[src/rtl/vga_pixel_stage.sv]
// vga_pixel_stage: pixel-side consumer of the VGA sync generator.
//
// Recovers line/column position from the active-low H_SYNC/V_SYNC pulses,
// decides the active-video window, issues sequential frame-buffer reads and
// drives registered RGB444 plus BLANK_N to the DAC.
//
// Optional build macro: VGA_TEST_PATTERN_EN
//   When defined, PIX_DATA is ignored, RD_EN is held low and the colour
//   source becomes eight vertical colour bars. Addressing, FRAME_START and
//   the output pipeline timing are unchanged.
module vga_pixel_stage #(
  parameter int H_BP     = 48,   // clocks from H_SYNC rise to first active pixel (>= 1)
  parameter int H_ACTIVE = 640,  // active pixels per line
  parameter int V_BP     = 33,   // lines from V_SYNC rise to first active line
  parameter int V_ACTIVE = 480   // active lines per frame
) (
  input  logic        CLK,
  input  logic        NRST,
  input  logic        H_SYNC,
  input  logic        V_SYNC,
  input  logic [11:0] PIX_DATA,
  output logic        RD_EN,
  output logic [18:0] RD_ADDR,
  output logic [3:0]  RED,
  output logic [3:0]  GREEN,
  output logic [3:0]  BLUE,
  output logic        BLANK_N,
  output logic        FRAME_START
);

  typedef enum logic [1:0] {
    ST_WAIT,  // after reset, waiting for the first H_SYNC rise
    ST_BP,    // horizontal back porch
    ST_ACT,   // active pixel window
    ST_FP     // front porch / sync, waiting for the next H_SYNC rise
  } hstate_e;

  localparam logic [10:0] HBP_LAST   = 11'(H_BP - 1);
  localparam logic [10:0] HACT_LAST  = 11'(H_ACTIVE - 1);
  localparam logic [10:0] VACT_FIRST = 11'(V_BP);
  localparam logic [10:0] VACT_END   = 11'(V_BP + V_ACTIVE);
  localparam logic [9:0]  VCNT_SAT   = '1;

  logic        h_d;
  logic        v_d;
  logic        h_rise;
  logic        v_rise;
  logic [9:0]  vcnt;
  logic        line_active;
  hstate_e     state_q;
  hstate_e     state_d;
  logic [10:0] hcnt_q;
  logic [10:0] hcnt_d;
  logic        rd_int;
  logic        rd_d1;
  logic [11:0] pix_src;

  // Sync history; resets high so an idle-high sync never looks like a rise.
  always_ff @(posedge CLK or negedge NRST) begin
    // NOTE: flops use non-blocking (<=) so every register samples pre-edge values.
    if (!NRST) begin
      h_d <= 1'b1;
      v_d <= 1'b1;
    end else begin
      h_d <= H_SYNC;
      v_d <= V_SYNC;
    end
  end

  assign h_rise = H_SYNC & ~h_d;
  assign v_rise = V_SYNC & ~v_d;

  // Line counter: cleared by a frame start, advanced (saturating) by each line start.
  always_ff @(posedge CLK or negedge NRST) begin
    if (!NRST) begin
      vcnt <= VCNT_SAT;
    end else if (v_rise) begin
      vcnt <= '0;
    end else if (h_rise && (vcnt != VCNT_SAT)) begin
      vcnt <= vcnt + 10'd1;
    end
  end

  assign line_active = ({1'b0, vcnt} >= VACT_FIRST) && ({1'b0, vcnt} < VACT_END);

  // Horizontal FSM state and column counter.
  always_ff @(posedge CLK or negedge NRST) begin
    if (!NRST) begin
      state_q <= ST_WAIT;
      hcnt_q  <= '0;
    end else begin
      state_q <= state_d;
      hcnt_q  <= hcnt_d;
    end
  end

  // Horizontal next-state: porch/active sequencing, any H_SYNC rise restarts the back porch.
  always_comb begin
    // NOTE: defaults assigned first so no path leaves a signal unassigned (no latch).
    state_d = state_q;
    hcnt_d  = hcnt_q;
    unique case (state_q)
      ST_WAIT: begin
        state_d = ST_WAIT;
      end
      ST_BP: begin
        if (hcnt_q == HBP_LAST) begin
          state_d = ST_ACT;
          hcnt_d  = '0;
        end else begin
          hcnt_d = hcnt_q + 11'd1;
        end
      end
      ST_ACT: begin
        if (hcnt_q == HACT_LAST) begin
          state_d = ST_FP;
          hcnt_d  = '0;
        end else begin
          hcnt_d = hcnt_q + 11'd1;
        end
      end
      ST_FP: begin
        state_d = ST_FP;
      end
      default: begin
        state_d = ST_WAIT;
        hcnt_d  = '0;
      end
    endcase
    // A truncated active line is simply abandoned; the address keeps counting from where it stopped.
    if (h_rise) begin
      state_d = ST_BP;
      hcnt_d  = '0;
    end
  end

  // Internal read strobe drives addressing even when the external strobe is suppressed.
  assign rd_int = (state_q == ST_ACT) && line_active;

`ifdef VGA_TEST_PATTERN_EN
  assign RD_EN = 1'b0;
`else
  assign RD_EN = rd_int;
`endif

  // Linear frame-buffer address: post-incremented per read, held after the last pixel.
  always_ff @(posedge CLK or negedge NRST) begin
    if (!NRST) begin
      RD_ADDR <= '0;
    end else if (v_rise) begin
      RD_ADDR <= '0;
    end else if (rd_int) begin
      RD_ADDR <= RD_ADDR + 19'd1;
    end
  end

  assign FRAME_START = rd_int && (RD_ADDR == '0);

  // Read strobe delayed to the cycle in which the frame buffer returns data.
  always_ff @(posedge CLK or negedge NRST) begin
    if (!NRST) begin
      rd_d1 <= 1'b0;
    end else begin
      rd_d1 <= rd_int;
    end
  end

`ifdef VGA_TEST_PATTERN_EN
  localparam logic [10:0] BAR_LAST = 11'(H_ACTIVE / 8 - 1);

  logic [10:0] bar_px;
  logic [2:0]  bar_idx;
  logic [11:0] pat_d1;
  logic        unused_pix;

  assign unused_pix = ^PIX_DATA;

  // Bar position within the active line; held at zero outside the active window.
  always_ff @(posedge CLK or negedge NRST) begin
    if (!NRST) begin
      bar_px  <= '0;
      bar_idx <= '0;
    end else if (state_q != ST_ACT) begin
      bar_px  <= '0;
      bar_idx <= '0;
    end else if (bar_px == BAR_LAST) begin
      bar_px  <= '0;
      bar_idx <= bar_idx + 3'd1;
    end else begin
      bar_px <= bar_px + 11'd1;
    end
  end

  // Bar colour delayed one cycle so it lines up with rd_d1, like frame-buffer data.
  always_ff @(posedge CLK or negedge NRST) begin
    if (!NRST) begin
      pat_d1 <= '0;
    end else begin
      pat_d1 <= {{4{bar_idx[2]}}, {4{bar_idx[1]}}, {4{bar_idx[0]}}};
    end
  end

  assign pix_src = pat_d1;
`else
  assign pix_src = PIX_DATA;
`endif

  // Registered DAC outputs: colour only while the pipeline carries an active pixel.
  always_ff @(posedge CLK or negedge NRST) begin
    if (!NRST) begin
      {RED, GREEN, BLUE} <= '0;
      BLANK_N            <= 1'b0;
    end else begin
      {RED, GREEN, BLUE} <= rd_d1 ? pix_src : 12'h000;
      BLANK_N            <= rd_d1;
    end
  end

endmodule

[config.mk]
export PLATFORM = sky130hd
export DESIGN_NAME = vga_pixel_stage
export DESIGN_NICKNAME = d
export VERILOG_FILES = /design/src/rtl/vga_pixel_stage.sv
export SDC_FILE = /design/constraint.sdc
export NUM_CORES = 1
export LEC_CHECK = 0
export ABC_AREA = 1
export BUFFER_PORTS_ARGS = -buffer_cell sky130_fd_sc_hd__buf_2
export CORE_ASPECT_RATIO = 1.2
export CORE_MARGIN = 8
export CORE_UTILIZATION = 55
export DETAILED_ROUTE_END_ITERATION = 7
export PLACE_DENSITY_LB_ADDON = 0.3
export SLEW_MARGIN = 30
export SYNTH_ARGS = -nofsm -noshare
export SYNTH_HDL_FRONTEND = slang
export SYNTH_SLANG_ARGS = --single-unit
[constraint.sdc]
create_clock -name CLK -period 1.9 [get_ports CLK]
set_input_delay 0 -clock CLK [delete_from_list [all_inputs] [get_ports CLK]]
set_output_delay 0 -clock CLK [all_outputs]
set_load 0.05 [all_outputs]
==> results.json, run 1 <==
{
  "num_vias": 3363,
  "clkSinkCount": 58,
  "syn2layout_area_growth_pct": 29.3,
  "required_ns": 1.90,
  "critPathBufInv": 4,
  "drt_iter0_markers": 232,
  "netlist_instances": 433,
  "clockBufferDepth": 2,
  "gr-total-overflow": 0,
  "path_class": "reg -> out",
  "synth_seq_area_share_pct": 43.7,
  "syn_avg_cell_area_sq_um": 7.75,
  "synth_area_sq_um": 3360,
  "grt_pass1_vias": 3286,
  "worst_hold_slack_ns": 0.187,
  "coreArea_sq_um": 5970,
  "place_area_sq_um": 3720,
  "post-route-cell-area_sq_um": 4340,
  "critical_path.endpoint_type": "output port",
  "h-tree-depth": 3,
  "via_per_inst": 5.54,
  "regToRegStartpoint": "vcnt[1]$_DFFE_PN1P_",
  "cts_tree": "yes",
  "die_area_sq_um": 8870,
  "n_antenna_cell": 0,
  "tightest_slew_ns": 0.635,
  "initial_core_util_pct": 56.2,
  "port_buffers": 49,
  "crit_arrival_ns": 1.85,
  "fin_crit_sh_pct": 97.5,
  "die_h_um": 102,
  "slew_violations": 0,
  "drive_gt1_share_pct": 27.8,
  "io_pins": 50,
  "cts.reportedPaths.clkPinSlew_ns": 0.09,
  "grtUsageTotal_pct": 21.9,
  "dp_cells": 564,
  "dpl.hpwl_mm": 5.74,
  "cts_root_buffer": "clkbuf_8",
  "first_pass_iters": 5,
  "cp_top_family": "flip-flops",
  "power_density_nw_per_um2": 739,
  "nNetsFinal": 542,
  "setup_tns_ns": 0,
  "status": "complete, no violations",
  "numCtsBuffers": 9,
  "wire_per_inst_um": 15.5,
  "yosys.area.top_type_share_pct": 34.3,
  "path_cells": "buf_6, ha_4, inv_2, nand2_2, nand3_2, nand2_2, nor2_4, inv_2, nand2_8, nor2_4, buf_8",
  "die_x_um": 87.3,
  "synth_cell_types": 30,
  "synthesis.nets": 455,
  "hold_viol": 0,
  "finalSetupViolCount": 0,
  "p_leak_nw": 2.18,
  "drc": 0,
  "rsz0062_at_grt": "yes",
  "fin_crit_ns": 1.85,
  "r2r_end": "RD_ADDR[12]$_DFFE_PN0P_",
  "ir_drop_uv": 731,
  "max_freq_mhz": 540,
  "routed_wl_mm": 9.42,
  "gp_congestion": 0.910,
  "slowest_delay_ns": 0.55,
  "grt_start_max_net_pins": 29,
  "yosysTopAreaCell": "dfrtp_1",
  "cp_max_fo": 3,
  "skew_ns": 0.0126,
  "rr_worst_depth": 13,
  "crit_path_start_kind": "flop",
  "hold_class": "in -> async",
  "synth_area_leaders": "dfrtp_1, nand2_1, dfstp_2, nand3_1, inv_1",
  "maxSlewHeadroom_pct": 57.6,
  "rows": 31,
  "reg2reg_slack_ns": 0.09,
  "fin_cells": 607,
  "ys_warn_count": 0,
  "slowest_stage": "dfstp_2",
  "ys_ff_latch": 58,
  "maxCapViolCount": 0,
  "antenna_found_initial": 0,
  "drtAntennaViolNets": 0,
  "clk-insertion-delay-late_ns": 0.35,
  "total_power_w": 0.00321,
  "grt_pass1_wl_mm": 15.2
}
registers in the layout, indices dropped and copies added, names as in the netlist:
register / count
RD_ADDR: 19
hcnt_q: 11
vcnt: 10
BLUE: 4
GREEN: 4
RED: 4
state_q: 2
BLANK_N: 1
h_d: 1
rd_d1: 1
v_d: 1
repair_timing:
action                                 CTS  global route
pin swaps                                1             8
endpoints found under the hold margin   39             0
resized for setup                        9            22
hold buffers                            15             0
setup buffers                            5             7
setup endpoints to repair                2            19
stage by stage:
| step | worst slack, ns | util (%) |
|---|---|---|
| 4_1_cts | 0.000216 | 70.2 |
| 2_1_floorplan | 0.0604 | - |
| 5_1_grt | -0.0244 | 72.7 |
| 6_report | 0.0469 | 72.7 |
| 3_3_place_gp | 0.135 | 62.3 |
| 3_5_place_dp | 0.0507 | 62.3 |
cell type report:
class | instances | area, sq um
multi-input cells | 310 | 1720
flip-flops and latches | 58 | 1470
fillers | 445 | 1630
well taps | 82 | 103
inverters | 57 | 214
repair buffers | 84 | 586
clock inverters | 7 | 124
clock buffers | 9 | 124
report_power, final:
| part | switching, W | leakage [nW] | total [W] | internal (W) |
|---|---|---|---|---|
| logic | 0.000234 | 1.31 | 0.000385 | 0.000151 |
| clock network | 0.000576 | 0.120 | 0.00146 | 0.000882 |
| registers | 0.0000679 | 0.752 | 0.00136 | 0.00130 |
cells in the mapped netlist (all sizes together):
library cell	number
nand2	117
inv	56
nand3	53
nor2	48
dfrtp	46
nand4	23
o21ai	18
a21oi	16
xor2	13
dfstp	12
nor3	7
buf	6
ha	6
nand3b	3
nor4	3
a31oi	2
clkbuf	2
clkinv	1
o21bai	1
kinds of logic (layout without fill, tap and decap cells):
logic type	count (synthesis)	after routing	synth area share, %
buffers and inverters	65	157	8.13
AOI/OAI and AO/OA	37	37	5.78
xor gates and xnor gates	13	13	3.39
adders and majority gates	6	6	2.24
DFF	58	58	43.7
and+or+nand+nor	254	254	36.8
worst max path at each step:
stage / from / to / slack (ns) / cells after the start
2_1_floorplan: vcnt[0]$_DFFE_PN1P_ / FRAME_START / 0.06 / 10
3_3_place_gp: vcnt[0]$_DFFE_PN1P_ / FRAME_START / 0.13 / 10
3_5_place_dp: vcnt[1]$_DFFE_PN1P_ / RD_ADDR[12]$_DFFE_PN0P_ / 0.05 / 12
4_1_cts: vcnt[0]$_DFFE_PN1P_ / FRAME_START / 0.0002 / 11
5_1_grt: vcnt[1]$_DFFE_PN1P_ / FRAME_START / -0.02 / 10
6_report: vcnt[0]$_DFFE_PN1P_ / FRAME_START / 0.05 / 11
worst register-to-register path: stages (launching register included):
cell     delay [ns]
dfstp_2        0.54
inv_2          0.07
ha_4           0.16
inv_2          0.04
nand2_2        0.04
nand3_2        0.08
nand2_2        0.07
nor2_4         0.14
inv_2          0.08
nand2_8        0.08
buf_6          0.14
nand2_4        0.09
nand2_1        0.10
nand2_1        0.06
metal layers:
| layer | routed length, um | share of wire (%) | track usage, % |
|---|---|---|---|
| met3 | 595 | 6.3 | 5.44 |
| met4 | 262 | 2.8 | 11.4 |
| met5 | 0 | 0 | 0 |
| met1 | 3640 | 39 | 24.0 |
| met2 | 4930 | 52 | 38.1 |
layout by cell type, fill, tap and decap left out, types with 5 or more instances in the layout:
cell / count
nand2_1: 106
inv_1: 48
buf_2: 47
dfrtp_1: 45
nand3_1: 43
nor2_1: 35
nand4_1: 23
buf_4: 17
a21oi_1: 15
dlygate4sd3_1: 15
xor2_1: 13
dfstp_2: 12
o21ai_1: 11
nand3_2: 9
clkbuf_8: 9
inv_2: 8
nor2_2: 8
nand2_2: 7
o21ai_0: 7
nor2_4: 5
nor3_1: 5
No activity file was read; power rests on OpenSTA's default activity.
==> run 2: changes to the inputs <==
ABC_AREA = not set   (was 1)
CTS_CLUSTER_DIAMETER = 150   (was not set)
==> results.json, run 2 <==
{
  "finalSetupViolCount": 21,
  "synth_xor_xnor_area_share_pct": 2.97,
  "swShare_pct": 25.8,
  "hold_viol": 0,
  "wire_per_inst_um": 18.9,
  "combPwrFrac_pct": 14.6,
  "hold_class": "in -> async",
  "crit_path_start_kind": "flop",
  "regMostFlops": "RD_ADDR",
  "clockBufferDepth": 2,
  "p_clk_share_pct": 41.4,
  "grt_pass1_vias": 3014,
  "synth-compound-area-share_pct": 15.1,
  "clk-insertion-delay-late_ns": 0.35,
  "worst_hold_slack_ns": 0.223,
  "via_per_inst": 6.21,
  "synth_top_family_by_area": "simple AND/OR/NAND/NOR gates",
  "tightest_slew_ns": 0.674,
  "die_h_um": 96.2,
  "gr-total-overflow": 0,
  "yosys.area.top_type_share_pct": 39.0,
  "synthAdderAreaFrac_pct": 2.55,
  "top_regs": "RD_ADDR: 19 flops, hcnt_q: 11 flops, vcnt: 10 flops",
  "synthesis.nets": 323,
  "syn_avg_cell_area_sq_um": 9.79,
  "coreArea_sq_um": 5230,
  "required_ns": 1.90,
  "max_freq_mhz": 460,
  "maxSlewHeadroom_pct": 55.0,
  "skew_ns": 0.00665,
  "r2r_end": "RD_ADDR[7]$_DFFE_PN0P_",
  "n_antenna_cell": 0,
  "synth_edf_count": 0,
  "synth_area_sq_um": 2950,
  "cts_root_buffer": "clkbuf_8",
  "synth_area_leaders": "dfrtp_1, dfstp_2, a21oi_1, nand2_1, o31ai_1",
  "cp_max_fo": 6,
  "synth_seq_area_share_pct": 49.7,
  "status": "finished with violations",
  "port_buffers": 49,
  "crit_path_end": "FRAME_START",
  "yosysTopAreaCell": "dfrtp_1",
  "layout_common_cells": "buf_2, buf_4, dfrtp_1, nand2_1, nor2_1",
  "maxCapViolCount": 0,
  "cts_tree": "yes",
  "regToRegStartpoint": "vcnt[1]$_DFFE_PN1P_",
  "clkSinkCount": 58,
  "io_pins": 50,
  "crit_arrival_ns": 2.17,
  "rows": 29,
  "largest_reg_flops": 19,
  "numCtsBuffers": 9,
  "die_area_sq_um": 7970,
  "rr_worst_depth": 8,
  "synthSimpleGateAreaFrac_pct": 25.2,
  "synthArstFlopShare_pct": 100,
  "slew_violations": 0,
  "yosysMostFrequentCell": "dfrtp_1",
  "synth_flop_cell": "dfrtp_1",
  "p_int_w": 0.00230,
  "first_pass_iters": 5,
  "drive_gt1_share_pct": 43.1,
  "violations": "setup timing",
  "path_class": "reg -> out",
  "fin_crit_sh_pct": 114,
  "path_cells": "inv_2, ha_4, nor4b_4, a211o_1, and3_4, buf_4, nor3_4, buf_6",
  "p_leak_nw": 1.92,
  "nNetsFinal": 442,
  "sequentialPowerShare_pct": 44.0,
  "power_switching_w": 0.000797,
  "grt_start_max_net_pins": 33,
  "syn2layout_area_growth_pct": 45.1,
  "grtUsageTotal_pct": 22.3,
  "ys_warn_count": 0,
  "routed_wl_mm": 9.18,
  "h-tree-depth": 3,
  "dpl.hpwl_mm": 5.31,
  "ir_drop_uv": 911,
  "initial_core_util_pct": 56.4,
  "rsz0062_at_grt": "yes",
  "gp_congestion": 0.894,
  "grt_pass1_wl_mm": 14.3,
  "power_density_nw_per_um2": 724,
  "drc": 0,
  "synth_cell_types": 45,
  "nFillCells": 309,
  "reg2reg_slack_ns": -0.26,
  "drtAntennaViolNets": 0,
  "netlist_instances": 301,
  "critical_path.endpoint_type": "output port",
  "pre_cts_ws_ns": -0.308,
  "slowest_delay_ns": 0.54,
  "ys_ff_latch": 58,
  "critPathLaunch": "vcnt[1]$_DFFE_PN1P_",
  "synthTopCellsByCount": "dfrtp_1, nand2_1, a21oi_1",
  "antenna_found_initial": 0,
  "die_x_um": 82.8,
  "cts.reportedPaths.clkPinSlew_ns": 0.07,
  "drt_iter0_markers": 203,
  "slowest_stage": "dfstp_2",
  "synth_mux_area_share_pct": 0.679,
  "num_vias": 3026,
  "fin_crit_ns": 2.17,
  "fin_ws_ns": -0.273
}
[run 2: layout make-up]
| class | count | area [sq um] | area share (%) |
|---|---|---|---|
| Clock inverter | 5 | 77.6 | 1.81 |
| Clock buffer | 11 | 141 | 3.31 |
| Inverter | 12 | 45.0 | 1.05 |
| Sequential cell | 58 | 1480 | 34.5 |
| Tap cell | 62 | 77.6 | 1.81 |
| Timing Repair Buffer | 119 | 850 | 19.9 |
| Multi-Input combinational cell | 220 | 1610 | 37.6 |
[run 2: routing by layer]
metal / share of wire [%] / vias up / GRT usage (%)
met2: 52 / 137 / 40.6
li1: - / 1351 / -
met4: 3.0 / 0 / 11.6
met5: 0 / - / 0
met1: 37 / 1504 / 23.2
met3: 7.7 / 34 / 6.18
[run 2: how the worst min path moves through the flow]
stage               from                      end  slack [ns]  cells after the start
finish              NRST   RD_ADDR[9]$_DFFE_PN0P_        0.22                      2
CTS                 NRST  RD_ADDR[11]$_DFFE_PN0P_        0.24                      2
global route        NRST   RD_ADDR[7]$_DFFE_PN0P_        0.29                      2
floorplan           NRST        BLANK_N$_DFF_PN0_       -0.30                      0
global placement    NRST   RD_ADDR[4]$_DFFE_PN0P_        0.06                      1
detailed placement  NRST   RD_ADDR[4]$_DFFE_PN0P_        0.06                      1
[run 2: power groups by stage]
stage	clock network (W)	logic [W]	registers, W
after global placement	0	0.000328	0.00138
after detailed placement	0	0.000350	0.00138
after CTS	0.00127	0.000395	0.00136
after global routing	0.00133	0.000500	0.00137
final	0.00128	0.000451	0.00136
after floorplan	0	0.000177	0.00138
[run 2: per-stage QoR]
| step | TNS, ns | area (sq um) | power, W | utilization, % | instances |
|---|---|---|---|---|---|
| 4_1_cts | -4.60 | 4120 | 0.00302 | 78.8 | 483 |
| 3_3_place_gp | -2.14 | 3640 | 0.00170 | 69.7 | 446 |
| 5_1_grt | -4.76 | 4280 | 0.00320 | 81.9 | 487 |
| 2_1_floorplan | -3.41 | 3020 | 0.00156 | - | 301 |
| 6_report | -3.45 | 4280 | 0.00310 | 81.9 | 487 |
| 3_5_place_dp | -3.00 | 3640 | 0.00173 | 69.7 | 446 |
[run 2: cell families after synthesis]
group	after synthesis
XOR/XNOR	10
AND/OR/NAND/NOR	133
multiplexers	2
flip-flops	58
AO/OA/AOI/OAI	67
adder cells (fa/ha/maj)	6
buffers and inverters	25
[run 2: worst max-delay path, delay by kind of cell, from the launching register on]
family / cells / cell delay (ns)
AOI/OAI and AO/OA: 1 / 0.32
DFF: 1 / 0.54
buffers and inverters: 3 / 0.38
and+or+nand+nor: 3 / 0.43
adders and majority gates: 1 / 0.15
[run 2: repair_timing]
item                                   CTS  global route
endpoints found under the hold margin   33             0
gates resized for setup                 18            30
setup buffers                            5             4
setup endpoints to repair               20            34
pin swaps                               11            16
hold buffers                            15             0
gates cloned                             2             1
